$ cat src/rtl/datamux_pkg.sv
// datamux_pkg: shared sizing helper and page-slice function for the page multiplexer.
package datamux_pkg;

    localparam int MAXB = 1024;

    function automatic int clog2(input int v);
        int r;
        r = 0;
        for (int i = 0; i < 31; i++)
            if ((1 << i) < v) r = i + 1;
        return r;
    endfunction

    // Channels are packed low-first, so a page is a contiguous blk-bit field.
    function automatic logic [MAXB-1:0] page_slice(input logic [MAXB-1:0] d, input int page, input int blk);
        logic [MAXB-1:0] m;
        m = {MAXB{1'b1}} >> (MAXB - blk);
        return (d >> (page * blk)) & m;
    endfunction

endpackage

$ cat src/rtl/dwell_timer.sv
// dwell_timer: counts enabled cycles and ticks on the last cycle of each dwell period.
module dwell_timer
    import datamux_pkg::*;
#(
    parameter int DWELL = 50_000_000
) (
    input  logic clk_i,
    input  logic rst_i,
    input  logic en_i,
    input  logic clr_i,
    output logic tick_o
);

    localparam int CW = clog2(DWELL) > 0 ? clog2(DWELL) : 1;

    logic [CW-1:0] cnt_q, cnt_d;

    assign tick_o = en_i && cnt_q == CW'(DWELL - 1);

    always_comb cnt_d = clr_i || tick_o ? '0 : en_i ? cnt_q + CW'(1) : cnt_q;

    always_ff @(posedge clk_i)
        if (rst_i) cnt_q <= '0;
        else cnt_q <= cnt_d;

endmodule

$ cat src/rtl/datamux_scan.sv
// datamux_scan: registered page multiplexer with manual select or dwell-timed auto-scan.
module datamux_scan
    import datamux_pkg::*;
#(
    parameter int W = 4,
    parameter int N_CH = 4,
    parameter int N_OUT = 2,
    parameter int DWELL = 50_000_000,
    localparam int N_PAGE = N_CH / N_OUT,
    localparam int PW = clog2(N_PAGE) > 0 ? clog2(N_PAGE) : 1
) (
    input  logic              clk_i,
    input  logic              rst_i,
    input  logic [N_CH*W-1:0] d_in_i,
    input  logic [PW-1:0]     sel_i,
    input  logic              auto_i,
    input  logic              hold_i,
    output logic [N_OUT*W-1:0] d_out_o,
    output logic [PW-1:0]     page_o,
    output logic              page_stb_o
);

    localparam int OW = N_OUT * W;
    localparam logic [PW:0] NP = (PW + 1)'(N_PAGE);

    logic          tick;
    logic [PW-1:0] sel_mod, page_nx, page_q;
    logic [OW-1:0] d_out_q, d_out_d;
    logic          stb_q, stb_d;

    // Manual mode holds the counter at zero, so entering auto always starts a fresh dwell.
    dwell_timer #(.DWELL(DWELL)) u_timer (
        .clk_i  (clk_i),
        .rst_i  (rst_i),
        .en_i   (auto_i & ~hold_i),
        .clr_i  (~auto_i),
        .tick_o (tick)
    );

    always_comb begin
        sel_mod = {1'b0, sel_i} >= NP ? PW'({1'b0, sel_i} - NP) : sel_i;
        page_nx = !auto_i ? sel_mod : !tick ? page_q : page_q == PW'(N_PAGE - 1) ? '0 : page_q + PW'(1);
        d_out_d = OW'(page_slice(MAXB'(d_in_i), int'(page_nx), OW));
        stb_d   = page_nx != page_q;
    end

    always_ff @(posedge clk_i)
        if (rst_i) begin
            page_q  <= '0;
            d_out_q <= '0;
            stb_q   <= 1'b0;
        end else begin
            page_q  <= page_nx;
            d_out_q <= d_out_d;
            stb_q   <= stb_d;
        end

    assign d_out_o    = d_out_q;
    assign page_o     = page_q;
    assign page_stb_o = stb_q;

endmodule
$ cat config.mk
export PLATFORM = sky130hd
export DESIGN_NAME = datamux_scan
export DESIGN_NICKNAME = d
export VERILOG_FILES = /design/src/rtl/datamux_pkg.sv /design/src/rtl/dwell_timer.sv /design/src/rtl/datamux_scan.sv
export SDC_FILE = /design/constraint.sdc
export NUM_CORES = 1
export LEC_CHECK = 0
export CAP_MARGIN = 20
export CORE_ASPECT_RATIO = 0.75
export CORE_MARGIN = 2
export CORE_UTILIZATION = 46
export CTS_CLUSTER_DIAMETER = 150
export DETAILED_ROUTE_END_ITERATION = 10
export GPL_TIMING_DRIVEN = 0
export PLACE_DENSITY = 0.74
export SLEW_MARGIN = 20
export SYNTH_ARGS = -nofsm -noshare
export SYNTH_HDL_FRONTEND = slang
export SYNTH_HIERARCHICAL = 1
export SYNTH_SLANG_ARGS = --single-unit
export TNS_END_PERCENT = 20
$ cat constraint.sdc
create_clock -name clk_i -period 3.3 [get_ports clk_i]
set_input_delay 0.66 -clock clk_i [delete_from_list [all_inputs] [get_ports clk_i]]
set_output_delay 0.66 -clock clk_i [all_outputs]
set_load 0.05 [all_outputs]
; ---- Word-level counts from Yosys, hierarchy flattened
; Index checks and enable logic that the tools add are counted.
[word_totals]
ff_bits = 36
input_bits = 21
output_inout_bits = 10
wordCells = 18
[classes]
n_addsub = 2
eq_ne = 2
shift = 1
muxes = 3
n_bitwise = 3
reduce_logical = 3
[ops]
columns = operator, count
row1 = "26-bit by 1-bit adder with 26-bit output, second input constant", 1
row2 = "26-bit equality test, second input constant", 1
row3 = 16-bit by 4-bit >> shifter with 8-bit output, 1
row4 = 1-bit 2-to-1 mux, 3
row5 = 1-bit NOT, 2
row6 = 2-bit OR reduction, 1
row7 = "1-bit adder, second input constant", 1
row8 = 1-bit bitwise AND, 1
row9 = 1-bit logical AND, 1
row10 = 1-bit logical OR, 1
row11 = 1-bit != test, 1

; ---- Longest topological paths before layout
[depth]
depth_word = 6
ltp_mapped = 10
ltp_nobuf = 8

; ---- By module
; The synthesis kept the hierarchy.
[by_module_without_submodules]
columns = mod, instances, cells_per_inst, area_per_inst_um2, seq_area_each_um2
row1 = dwell_timer, 1, 145, 1267.5, 520.5
row2 = datamux_scan, 1, 50, 451.7, 200.2

; ---- Least setup slack after synthesis
; No wires, ideal clock.
[synth_path]
kind = input port to flip-flop
start = in auto_i
end = reg d_out_q[0] (netlist: d_out_o[0])
setup_ns = 0.132
arrival_time_ns = 3.195
t_required_ns = 3.168
path_slack_ns = -0.027
cell_stages = 10
path_buffers = 2
cell_sequence = clkinv_1 -> buf_2 -> nor2_1 -> buf_4 -> nand3_1 -> or4_4 -> nor4_1 -> xnor2_1 -> o211ai_1 -> a21oi_1
[synth_via]
elab_chain_len = 5
[synth_lines]
columns = element, line_no
row1 = start: declaration, datamux_scan.sv:16  ; input logic auto_i,
row2 = 1-bit bitwise AND, datamux_scan.sv:35  ; .en_i (auto_i & ~hold_i),
row3 = 1-bit logical AND, dwell_timer.sv:18  ; assign tick_o = en_i && cnt_q == CW'(DWELL - 1);
row4 = named net tick, datamux_scan.sv:26  ; logic tick;
row5 = 1-bit 2-to-1 mux (2 in a row), datamux_scan.sv:42  ; page_nx = !auto_i ? sel_mod : !tick ? page_q : page_q == PW'(N_PAGE - 1) ? '0 : page_q + PW'(1);
row6 = 16-bit by 4-bit >> shifter with 8-bit output, datamux_pkg.sv:18  ; return (d >> (page * blk)) & m;
row7 = end signal: assignment, datamux_scan.sv:54  ; d_out_q <= d_out_d;
row8 = end: declaration, datamux_scan.sv:28  ; logic [OW-1:0] d_out_q, d_out_d;
; The timed path passes the listed nets, and every way through them passes these cells.
; A chain may end at the register's enable or synchronous reset.

; ---- Final worst setup path
[layout_path]
start = in auto_i
end = reg d_out_q[4] (netlist: d_out_o[4])
; The elaborated chain is that of the path after synthesis.

==> impl_metrics.env <==
export IMPL_final_cell_mix="36 x dfxtp_1, 29 x clkdlybuf4s50_1, 22 x a21oi_1, 17 x nor2_1, 16 x o211ai_1"
export IMPL_die_x_um=74.6
export IMPL_ir_worst_vdd_uv=281
export IMPL_whs_ns=0.486
export IMPL_dp_hpwl_um=2830
export IMPL_synth_area_sq_mm=0.00172
export IMPL_yosysWarningCount=6
export IMPL_yosys_area_share_simple=0.234
export IMPL_drt_iter0_drc=155
export IMPL_track_usage=0.212
export IMPL_fin_setup_tns_ns=0
export IMPL_cts_tree="done"
export IMPL_ys_seq_area_frac=0.419
export IMPL_arrival_ns=3.01
export IMPL_clock_sinks=36
export IMPL_synth_compound_area_frac=0.202
export IMPL_die_y_um=56.9
export IMPL_path_cells="dlymetal6s2s_1 -> inv_4 -> buf_2 -> nor2_1 -> buf_4 -> nand3_2 -> or4_4 -> nor4_4 -> buf_4 -> xnor2_2 -> o211ai_1 -> a21oi_1"
export IMPL_placement_io_buffers=30
export IMPL_grt_antenna_before_repair=0
export IMPL_layout_worst_path_cycle_share=0.862
export IMPL_setup_viol=0
export IMPL_syn_inst=195
export IMPL_via_per_inst=5.61
export IMPL_io_pins=31
export IMPL_synthAdderAreaFrac=0.00728
export IMPL_synth_cell_types=37
export IMPL_grt_start_max_net_pins=12
export IMPL_die_area_sq_mm=0.00425
export IMPL_fin_ws_ns=0.454
export IMPL_synth_top_family_by_area="simple AND/OR/NAND/NOR gates"
export IMPL_fp_coreArea_sq_mm=0.00361
export IMPL_initial_core_util=0.476
export IMPL_fmax_mhz=351
export IMPL_drv_slew=0
export IMPL_post_drt_wl_per_cell_um=14.4
export IMPL_layout_commonest_cell="dfxtp_1"
export IMPL_grt_pass1_vias=1489
export IMPL_antenna_left=0
export IMPL_syn_area_per_cell_sq_um=8.82
export IMPL_drc=0
export IMPL_final_min_clock_period_ns=2.85
export IMPL_clock_skew_final_ns=0.00748
export IMPL_placementRows=19
export IMPL_end_kind="register"
export IMPL_hold_path_class="register to register"
export IMPL_grt_pass1_wl_um=6840
export IMPL_syn_to_final_growth_pct=32.5
export IMPL_synth_fp_nets=217
export IMPL_crit_required_ns=3.46
export IMPL_power_density_mw_per_mm2=438
export IMPL_grt_overflow=0
export IMPL_num_antenna_cells=0
export IMPL_cpMostUsedCell="buf_4"
export IMPL_start_kind="input pin"
export IMPL_slowest_delay_ns=0.59
export IMPL_wirelength_um=4150
export IMPL_gp_congestion=0.826
export IMPL_vias=1611
export IMPL_synth_seq_cells=36
export IMPL_clock_latency_ns=0.30
export IMPL_drt_pass1_iterations=4
export IMPL_cts_root_buf="clkbuf_8"
export IMPL_setup_worst_path_class="input pin to register"
export IMPL_status="complete, no violations"
export IMPL_crit_path_max_fanout=11
export IMPL_clockBufferDepth=2
export IMPL_h_tree_depth=2
export IMPL_synth_xor_area_frac=0.0808
export IMPL_cp_slowest_cell="or4_4"
export IMPL_p_leak_nw=0.701
export IMPL_cts_buffers=5
export IMPL_finalHoldViolCount=0
export IMPL_drive_above_1_share=0.106
export IMPL_nets=256
export IMPL_dpl_worst_slack_ns=-0.932
export IMPL_worst_pin_slew_ns=0.602
export IMPL_clk_pin_slew_worst_paths_ns=0.07
export IMPL_cap_violations=0
export IMPL_max_slew_margin=0.598
export IMPL_rsz0062_at_grt="false"
export IMPL_synthMuxAreaShare=0.00582
## final timing paths
path                                                startpoint                              to  slack [ns]  cells past startpoint
worst max-delay path                                    auto_i           d_out_o[4]$_SDFF_PP0_        0.45                     12
worst min-delay path            u_timer/cnt_q[23]$_SDFFE_PP0P_  u_timer/cnt_q[23]$_SDFFE_PP0P_        0.49                      2
worst max register to register  u_timer/cnt_q[18]$_SDFFE_PP0P_           d_out_o[4]$_SDFF_PP0_        0.94                      7
worst min register to register  u_timer/cnt_q[23]$_SDFFE_PP0P_  u_timer/cnt_q[23]$_SDFFE_PP0P_        0.49                      2
## through the flow
stage / instance area (sq um) / cells / total power, mW / utilization
2_1_floorplan: 1730 / 195 / 0.524 / -
3_3_place_gp: 2090 / 277 / 0.573 / 0.579
3_5_place_dp: 2090 / 277 / 0.574 / 0.579
4_1_cts: 2270 / 287 / 1.00 / 0.630
5_1_grt: 2280 / 287 / 1.03 / 0.631
6_report: 2280 / 287 / 0.997 / 0.631
## sequential cells by signal (all words and copies together), names as in the netlist
name	flops
u_timer/cnt_q	26
d_out_o	8
page_o	1
page_stb_o	1
## layer usage
| metal | global-route usage | up-vias | wire length, um |
|---|---|---|---|
| li1 | - | 800 | - |
| met1 | 0.303 | 753 | 1950 |
| met2 | 0.301 | 48 | 1860 |
| met3 | 0.0530 | 10 | 231 |
| met4 | 0.0969 | 0 | 101 |
| met5 | 0 | - | 0 |
## critical path: cells and delay by family
kind,cells,cell delay (ns)
AOI/OAI and AO/OA,2,0.32
xor gates and xnor gates,1,0.17
and+or+nand+nor,4,0.99
buffers and inverters,5,0.89
## cell families after synthesis
logic type                 Yosys count
and+or+nand+nor                     71
AOI/OAI and AO/OA                   53
DFF                                 36
buffers and inverters               18
xor gates and xnor gates            15
muxes                                1
adders and majority gates            1
## area by class of cell
type,count,area (sq um)
inverter,8,32.5
sequential,36,721
clock inverter,1,30.0
multi-input combinational,142,966
clock buffer,7,96.3
timing repair buffer,31,310
tap,52,65.1
fill,319,1340
buffer,10,57.6
## synthesized netlist by cell type
master | n | area (sq um)
o211ai_1 | 16 | 120
xor2_2 | 1 | 16.3
buf_1 | 2 | 7.51
or4_4 | 1 | 11.3
o22ai_1 | 1 | 6.26
nor4b_1 | 1 | 8.76
nor2_1 | 17 | 63.8
inv_1 | 7 | 26.3
or4_1 | 6 | 45.0
or4b_2 | 1 | 10.0
o31ai_1 | 6 | 45.0
nand3b_1 | 1 | 7.51
nand4_1 | 5 | 31.3
buf_4 | 1 | 7.51
nand2b_1 | 1 | 6.26
nand3_1 | 8 | 40.0
and4_1 | 1 | 8.76
clkbuf_1 | 4 | 15.0
dfxtp_1 | 36 | 721
ha_1 | 1 | 12.5
or2_2 | 2 | 12.5
clkinv_1 | 1 | 3.75
nor3_1 | 4 | 20.0
nand2_1 | 9 | 33.8
o41ai_4 | 1 | 27.5
xnor2_1 | 10 | 87.6
o41ai_1 | 1 | 8.76
or3_1 | 9 | 56.3
nor4_1 | 3 | 18.8
buf_6 | 2 | 22.5
mux2i_1 | 1 | 10.0
buf_2 | 1 | 5.00
nand3_4 | 1 | 17.5
or4b_1 | 1 | 10.0
a21oi_1 | 22 | 110
xor2_1 | 4 | 35.0
o21ai_0 | 6 | 30.0
## power breakdown
group	leakage [nW]	internal, mW	switching [mW]
sequential	0.292	0.443	0.00500
combinational	0.344	0.0535	0.0664
clock	0.0645	0.267	0.162
total	0.701	0.764	0.234
## what timing repair did
| item | in CTS | in global routing |
|---|---|---|
| hold buffers | 0 | 0 |
| buffers inserted | 1 | 0 |
| gates resized for setup | 5 | 2 |
| pin swaps | 3 | 0 |
| setup endpoints to repair | 36 | 35 |
| gates cloned | 1 | 0 |
No activity file was read; power rests on OpenSTA's default activity.
